===== src/rtl/xbar_tsi_switch.sv =====
`default_nettype none
// +----------------------------------------------------------------------------+
// | xbar_tsi_switch                                                            |
// | Ping-pong time-slot-interchange crossbar with a double-buffered map.       |
// | Rev 1.0                                                                    |
// +----------------------------------------------------------------------------+
module xbar_tsi_switch #(
  parameter int PORTS = 4,
  parameter int SLOTS = 8,
  parameter int WIDTH = 8,
  localparam int PW = $clog2(PORTS),
  localparam int SW = $clog2(SLOTS)
) (
  input  logic                   clk,
  input  logic                   rst,
  input  logic                   en,
  input  logic [PORTS*WIDTH-1:0] in_data,
  input  logic [PORTS-1:0]       in_valid,
  output logic [PORTS*WIDTH-1:0] out_data,
  output logic [PORTS-1:0]       out_valid,
  output logic [SW-1:0]          out_slot,
  output logic                   frame_start,
  input  logic                   cfg_we,
  input  logic [PW-1:0]          cfg_port,
  input  logic [SW-1:0]          cfg_slot,
  input  logic [PW-1:0]          cfg_src_port,
  input  logic [SW-1:0]          cfg_src_slot,
  input  logic                   cfg_en,
  input  logic                   cfg_commit,
  output logic                   cfg_busy
);

  // Map entry layout: {en, src_port, src_slot}
  localparam int c_EW  = 1 + PW + SW;
  localparam int c_NP2 = 1 << PW;

  logic [SW-1:0]   r_cur_slot;
  logic            r_bank_sel;
  logic            r_pending;
  logic [WIDTH:0]  r_bank   [2][SLOTS][PORTS];
  logic [c_EW-1:0] r_shadow [PORTS][SLOTS];
  logic [c_EW-1:0] r_active [PORTS][SLOTS];

  logic                   w_wrap;
  logic                   w_apply;
  logic [c_EW-1:0]        w_new_entry;
  logic [WIDTH:0]         w_rbank [SLOTS][c_NP2];
  logic [c_EW-1:0]        w_entry [PORTS];
  logic [WIDTH:0]         w_word  [PORTS];
  logic [PORTS*WIDTH-1:0] w_next_data;
  logic [PORTS-1:0]       w_next_valid;

  assign w_wrap      = en && (r_cur_slot == SW'(SLOTS - 1));
  assign w_apply     = w_wrap && (r_pending || cfg_commit);
  assign w_new_entry = {cfg_en, cfg_src_port, cfg_src_slot};
  assign cfg_busy    = r_pending;

  always_ff @(posedge clk or negedge rst) begin
    if (!rst) begin
      r_cur_slot <= '0;
      r_bank_sel <= 1'b0;
      r_pending  <= 1'b0;
    end else if (en) begin
      r_cur_slot <= r_cur_slot + SW'(1);
      if (w_wrap) r_bank_sel <= ~r_bank_sel;
      if (w_apply) r_pending <= 1'b0;
      else if (cfg_commit) r_pending <= 1'b1;
    end
  end

  always_ff @(posedge clk or negedge rst) begin
    if (!rst) begin
      for (int b = 0; b < 2; b++)
        for (int s = 0; s < SLOTS; s++)
          for (int p = 0; p < PORTS; p++)
            r_bank[b][s][p] <= '0;
    end else if (en) begin
      for (int p = 0; p < PORTS; p++)
        r_bank[r_bank_sel][r_cur_slot][p] <= {in_valid[p], in_data[p*WIDTH +: WIDTH]};
    end
  end

  // Active copies the pre-write shadow, so a same-cycle cfg_we lands in shadow only.
  always_ff @(posedge clk or negedge rst) begin
    if (!rst) begin
      for (int o = 0; o < PORTS; o++)
        for (int s = 0; s < SLOTS; s++) begin
          r_shadow[o][s] <= '0;
          r_active[o][s] <= '0;
        end
    end else begin
      if (w_apply)
        for (int o = 0; o < PORTS; o++)
          for (int s = 0; s < SLOTS; s++)
            r_active[o][s] <= r_shadow[o][s];
      for (int o = 0; o < PORTS; o++)
        if (cfg_we && (cfg_port == PW'(o))) r_shadow[o][cfg_slot] <= w_new_entry;
    end
  end

  // Read bank padded to a power-of-two port count; unused source ports read as idle.
  for (genvar s = 0; s < SLOTS; s++) begin : g_rd_slot
    for (genvar p = 0; p < c_NP2; p++) begin : g_rd_port
      if (p < PORTS) begin : g_real
        assign w_rbank[s][p] = r_bank[~r_bank_sel][s][p];
      end else begin : g_pad
        assign w_rbank[s][p] = '0;
      end
    end
  end

  for (genvar o = 0; o < PORTS; o++) begin : g_out
    assign w_entry[o]      = r_active[o][r_cur_slot];
    assign w_word[o]       = w_rbank[w_entry[o][SW-1:0]][w_entry[o][SW +: PW]];
    assign w_next_valid[o] = w_entry[o][c_EW-1] & w_word[o][WIDTH];
    assign w_next_data[o*WIDTH +: WIDTH] = w_entry[o][c_EW-1] ? w_word[o][WIDTH-1:0] : '0;
  end

  always_ff @(posedge clk or negedge rst) begin
    if (!rst) begin
      out_data    <= '0;
      out_valid   <= '0;
      out_slot    <= '0;
      frame_start <= 1'b0;
    end else if (en) begin
      out_data    <= w_next_data;
      out_valid   <= w_next_valid;
      out_slot    <= r_cur_slot;
      frame_start <= (r_cur_slot == '0);
    end
  end

endmodule
`default_nettype wire


===== config.mk =====
export PLATFORM = sky130hd
export DESIGN_NAME = xbar_tsi_switch
export DESIGN_NICKNAME = d
export VERILOG_FILES = /design/src/rtl/xbar_tsi_switch.sv
export SDC_FILE = /design/constraint.sdc
export NUM_CORES = 2
export LEC_CHECK = 0
export ABC_AREA = 1
export BUFFER_PORTS_ARGS = -buffer_cell sky130_fd_sc_hd__buf_2
export CORE_MARGIN = 2
export CORE_UTILIZATION = 50
export CTS_CLUSTER_SIZE = 16
export DETAILED_ROUTE_END_ITERATION = 10
export PLACE_DENSITY = 0.66
export SYNTH_ARGS = -nofsm -noshare
export SYNTH_HDL_FRONTEND = slang
export SYNTH_SLANG_ARGS = --single-unit

===== constraint.sdc =====
create_clock -name clk -period 2.55 [get_ports clk]
set_clock_uncertainty 0.2 [all_clocks]
set_input_delay 0.255 -clock clk [delete_from_list [all_inputs] [get_ports clk]]
set_output_delay 0.255 -clock clk [all_outputs]
set_load 0.01 [all_outputs]

==> flow_summary.json <==
{
  "maxCapViolCount": 0,
  "synthCells": 7339,
  "fin_crit_ns": 2.75,
  "clkLatencyLatePin_ns": 0.75,
  "outcome": "finished, violations left",
  "end_kind": "flip-flop",
  "synthMuxAreaShare": 0.0235,
  "drcViolationCount": 0,
  "synth_warnings": 0,
  "clock.fmax_ghz": 0.363,
  "path_common_cell": "nand2_1",
  "fin_nets": 7961,
  "hold_viol": 0,
  "rows": 120,
  "maxSlewViolCount": 0,
  "drt_wl_total_um": 226000,
  "synth_simple_gate_area_frac": 0.302,
  "critical_path_buf_inv_count": 4,
  "fin_area_mm2": 0.0688,
  "grt_max_degree": 126,
  "crit_chain": "inv_6 -> buf_12 -> nand2_1 -> nand3_2 -> nand2_2 -> nor2_4 -> buf_12 -> buf_16 -> nand2_1 -> nand3_1 -> nand2_1 -> nand2_1 -> nand3_2 -> nand3_1 -> nand3_1 -> nand2_1",
  "syn-num-nets": 7394,
  "ys_seq_area_frac": 0.470,
  "pin_count": 93,
  "routedWlPerCell_um": 24.0,
  "cts_made_buffers": 106,
  "cts-root-buf": "clkbuf_16",
  "dp_hpwl_um": 146000,
  "crit_start": "r_cur_slot[0]$_DFFE_PN0P_",
  "fill_cells": 9152,
  "gp_congestion": 1.03,
  "synth_area_mm2": 0.0535,
  "cts_tree": "yes",
  "final-setup-viol-count": 36,
  "initial_core_util": 0.502,
  "final_util": 0.645,
  "h-tree-depth": 3,
  "crit_arrival_ns": 3.22,
  "first_iter_violations": 8154,
  "fp.dieArea_mm2": 0.110,
  "synth_compound_area_frac": 0.113,
  "critical_path.max_stage_delay_ns": 0.48,
  "port-buffer-count": 92,
  "worst_pin_slew_ns": 0.764,
  "first_pass_iters": 9,
  "grt_pass1_wl_um": 327000,
  "setup_slack_ns": -0.202,
  "placed_cell_area_mm2": 0.0605,
  "drtAntennaViolNets": 0,
  "grt_pass1_vias": 50916,
  "ys_types": 39,
  "cts.sinks": 1005,
  "track_usage": 0.399,
  "critPathKind": "flip-flop to flip-flop",
  "slowest_stage": "dfrtp_2",
  "cp_top_family": "simple AND/OR/NAND/NOR gates",
  "violations": "setup timing",
  "vias": 55407,
  "cp-start-kind": "flip-flop",
  "cts_buffer_depth": 3,
  "relSlewSlack": 0.489,
  "clk_pin_slew_ns": 0.06,
  "dieWidth_um": 331,
  "synth_top_family_by_area": "simple AND/OR/NAND/NOR gates",
  "rr_startpoint": "r_cur_slot[0]$_DFFE_PN0P_",
  "routed_via_density": 5.89,
  "synth.ff_latch_count": 1005,
  "synth.avg_cell_area_um2": 7.29,
  "crit_fanout": 21,
  "cp.required_ns": 3.02,
  "synthAdderAreaFrac": 0.000702,
  "setup_tns_ns": -4.89,
  "min_path_type": "input pin to asynchronous set/reset pin",
  "period_share": 1.08,
  "layout-drive-gt1-share": 0.196,
  "synth_xor_area_frac": 0.000164,
  "core_area_mm2": 0.107,
  "antenna_found_initial": 14,
  "syn_to_final_growth_pct": 28.5,
  "overflow": 0,
  "die_h_um": 331,
  "rsz0062_at_grt": "yes"
}
==> final timing paths <==
check	endpoint	slack (ns)	cells after the start
min in group clk	r_bank[97]$_DFFE_PN0P_	0.12	4
max reg2reg	out_data[25]$_DFFE_PN0P_	-0.20	16
max	out_data[25]$_DFFE_PN0P_	-0.20	16
max in group asynchronous	r_bank[544]$_DFFE_PN0P_	0.91	3
min reg2reg	r_shadow[161]$_DFFE_PN0P_	0.28	2
min	r_bank[167]$_DFFE_PN0P_	0.05	3
==> flip-flops by register name, summed over array words and instances, names as in the netlist <==
register / cells
r_bank: 576
r_active: 192
r_shadow: 192
out_data: 32
out_valid: 4
out_slot: 3
r_cur_slot: 3
cfg_busy: 1
frame_start: 1
r_bank_sel: 1
==> metrics by stage <==
| stage | setup WS, ns | hold slack, ns | instances |
|---|---|---|---|
| after floorplan | 0.228 | -0.241 | 7339 |
| after global placement | -0.268 | -0.0531 | 9014 |
| after global routing | -0.260 | 0.0375 | 9401 |
| final | -0.202 | 0.0466 | 9403 |
| after CTS | -0.109 | 0.00729 | 9335 |
| after detailed placement | -0.284 | -0.0513 | 9014 |
==> placed cells by master, fill, tap and decap left out, types with 91 or more instances in the layout <==
| cell type | n |
|---|---|
| mux2_2 | 91 |
| buf_2 | 91 |
| buf_4 | 553 |
| dfrtp_1 | 1002 |
| o21ai_0 | 939 |
| inv_1 | 596 |
| nand3_2 | 171 |
| nand3_1 | 894 |
| nor2_1 | 181 |
| clkbuf_16 | 132 |
| buf_12 | 165 |
| nand2_1 | 2459 |
| a21oi_1 | 158 |
==> Yosys cell counts, drive strengths merged <==
master,count,share of area
a21oi,159,0.015
clkinv,5,0.00035
a22o,3,0.00049
xor2,1,0.00016
clkbuf,261,0.018
nand4,2,0.00035
o22ai,33,0.0039
nand2,2551,0.18
nand3,1075,0.10
o211ai,1,0.00014
or2,36,0.0042
buf,260,0.028
a41oi,1,0.00030
inv,625,0.044
mux2,91,0.019
nor3,15,0.0014
a22oi,3,0.00042
nor4,1,0.00012
mux2i,23,0.0043
dfrtp,1005,0.47
a211oi,1,0.00014
nor2,198,0.014
ha,3,0.00070
a221oi,6,0.0011
o21ai,980,0.092
==> routing by layer <==
| layer | vias to the layer above | wire length (um) | track usage |
|---|---|---|---|
| met5 | - | 53 | 0 |
| met4 | 8 | 16000 | 0.229 |
| met3 | 804 | 25100 | 0.0910 |
| met2 | 3315 | 93900 | 0.572 |
| met1 | 26552 | 90500 | 0.555 |
| li1 | 24728 | - | - |
==> timing repair <==
| action | CTS | global route |
|---|---|---|
| hold endpoints to repair | 1725 | 0 |
| hold buffers | 53 | 0 |
| gates resized for setup | 241 | 216 |
| cloned | 27 | 29 |
| setup buffers | 46 | 33 |
| endpoints found under the setup margin | 45 | 256 |
| pin swaps | 35 | 63 |
==> worst min-delay path, cell delays in order <==
cell,delay [ns]
dlygate4sd3_1,0.56
buf_8,0.25
buf_4,0.23
==> layout make-up <==
cell class | count | area [um2] | area share
Clock inverter | 41 | 609 | 0.00886
Sequential cell | 1005 | 25200 | 0.366
Multi-Input combinational cell | 5184 | 25000 | 0.363
Tap cell | 1403 | 1760 | 0.0255
Antenna cell | 7 | 17.5 | 0.000255
Timing Repair Buffer | 979 | 10800 | 0.157
Clock buffer | 154 | 3040 | 0.0442
Inverter | 630 | 2430 | 0.0353
==> cell families (layout without fill, tap and decap cells) <==
family | Yosys count | count (layout)
other | 0 | 7
adders and majority gates | 3 | 3
muxes | 114 | 114
DFF | 1005 | 1005
xor gates and xnor gates | 1 | 1
AOI/OAI and AO/OA | 1187 | 1187
buffers and inverters | 1151 | 1804
and+or+nand+nor | 3878 | 3879
Power is left out: the tool's default activity adds up to more than one toggle a clock period on the data nets, which glitch-free logic cannot reach.
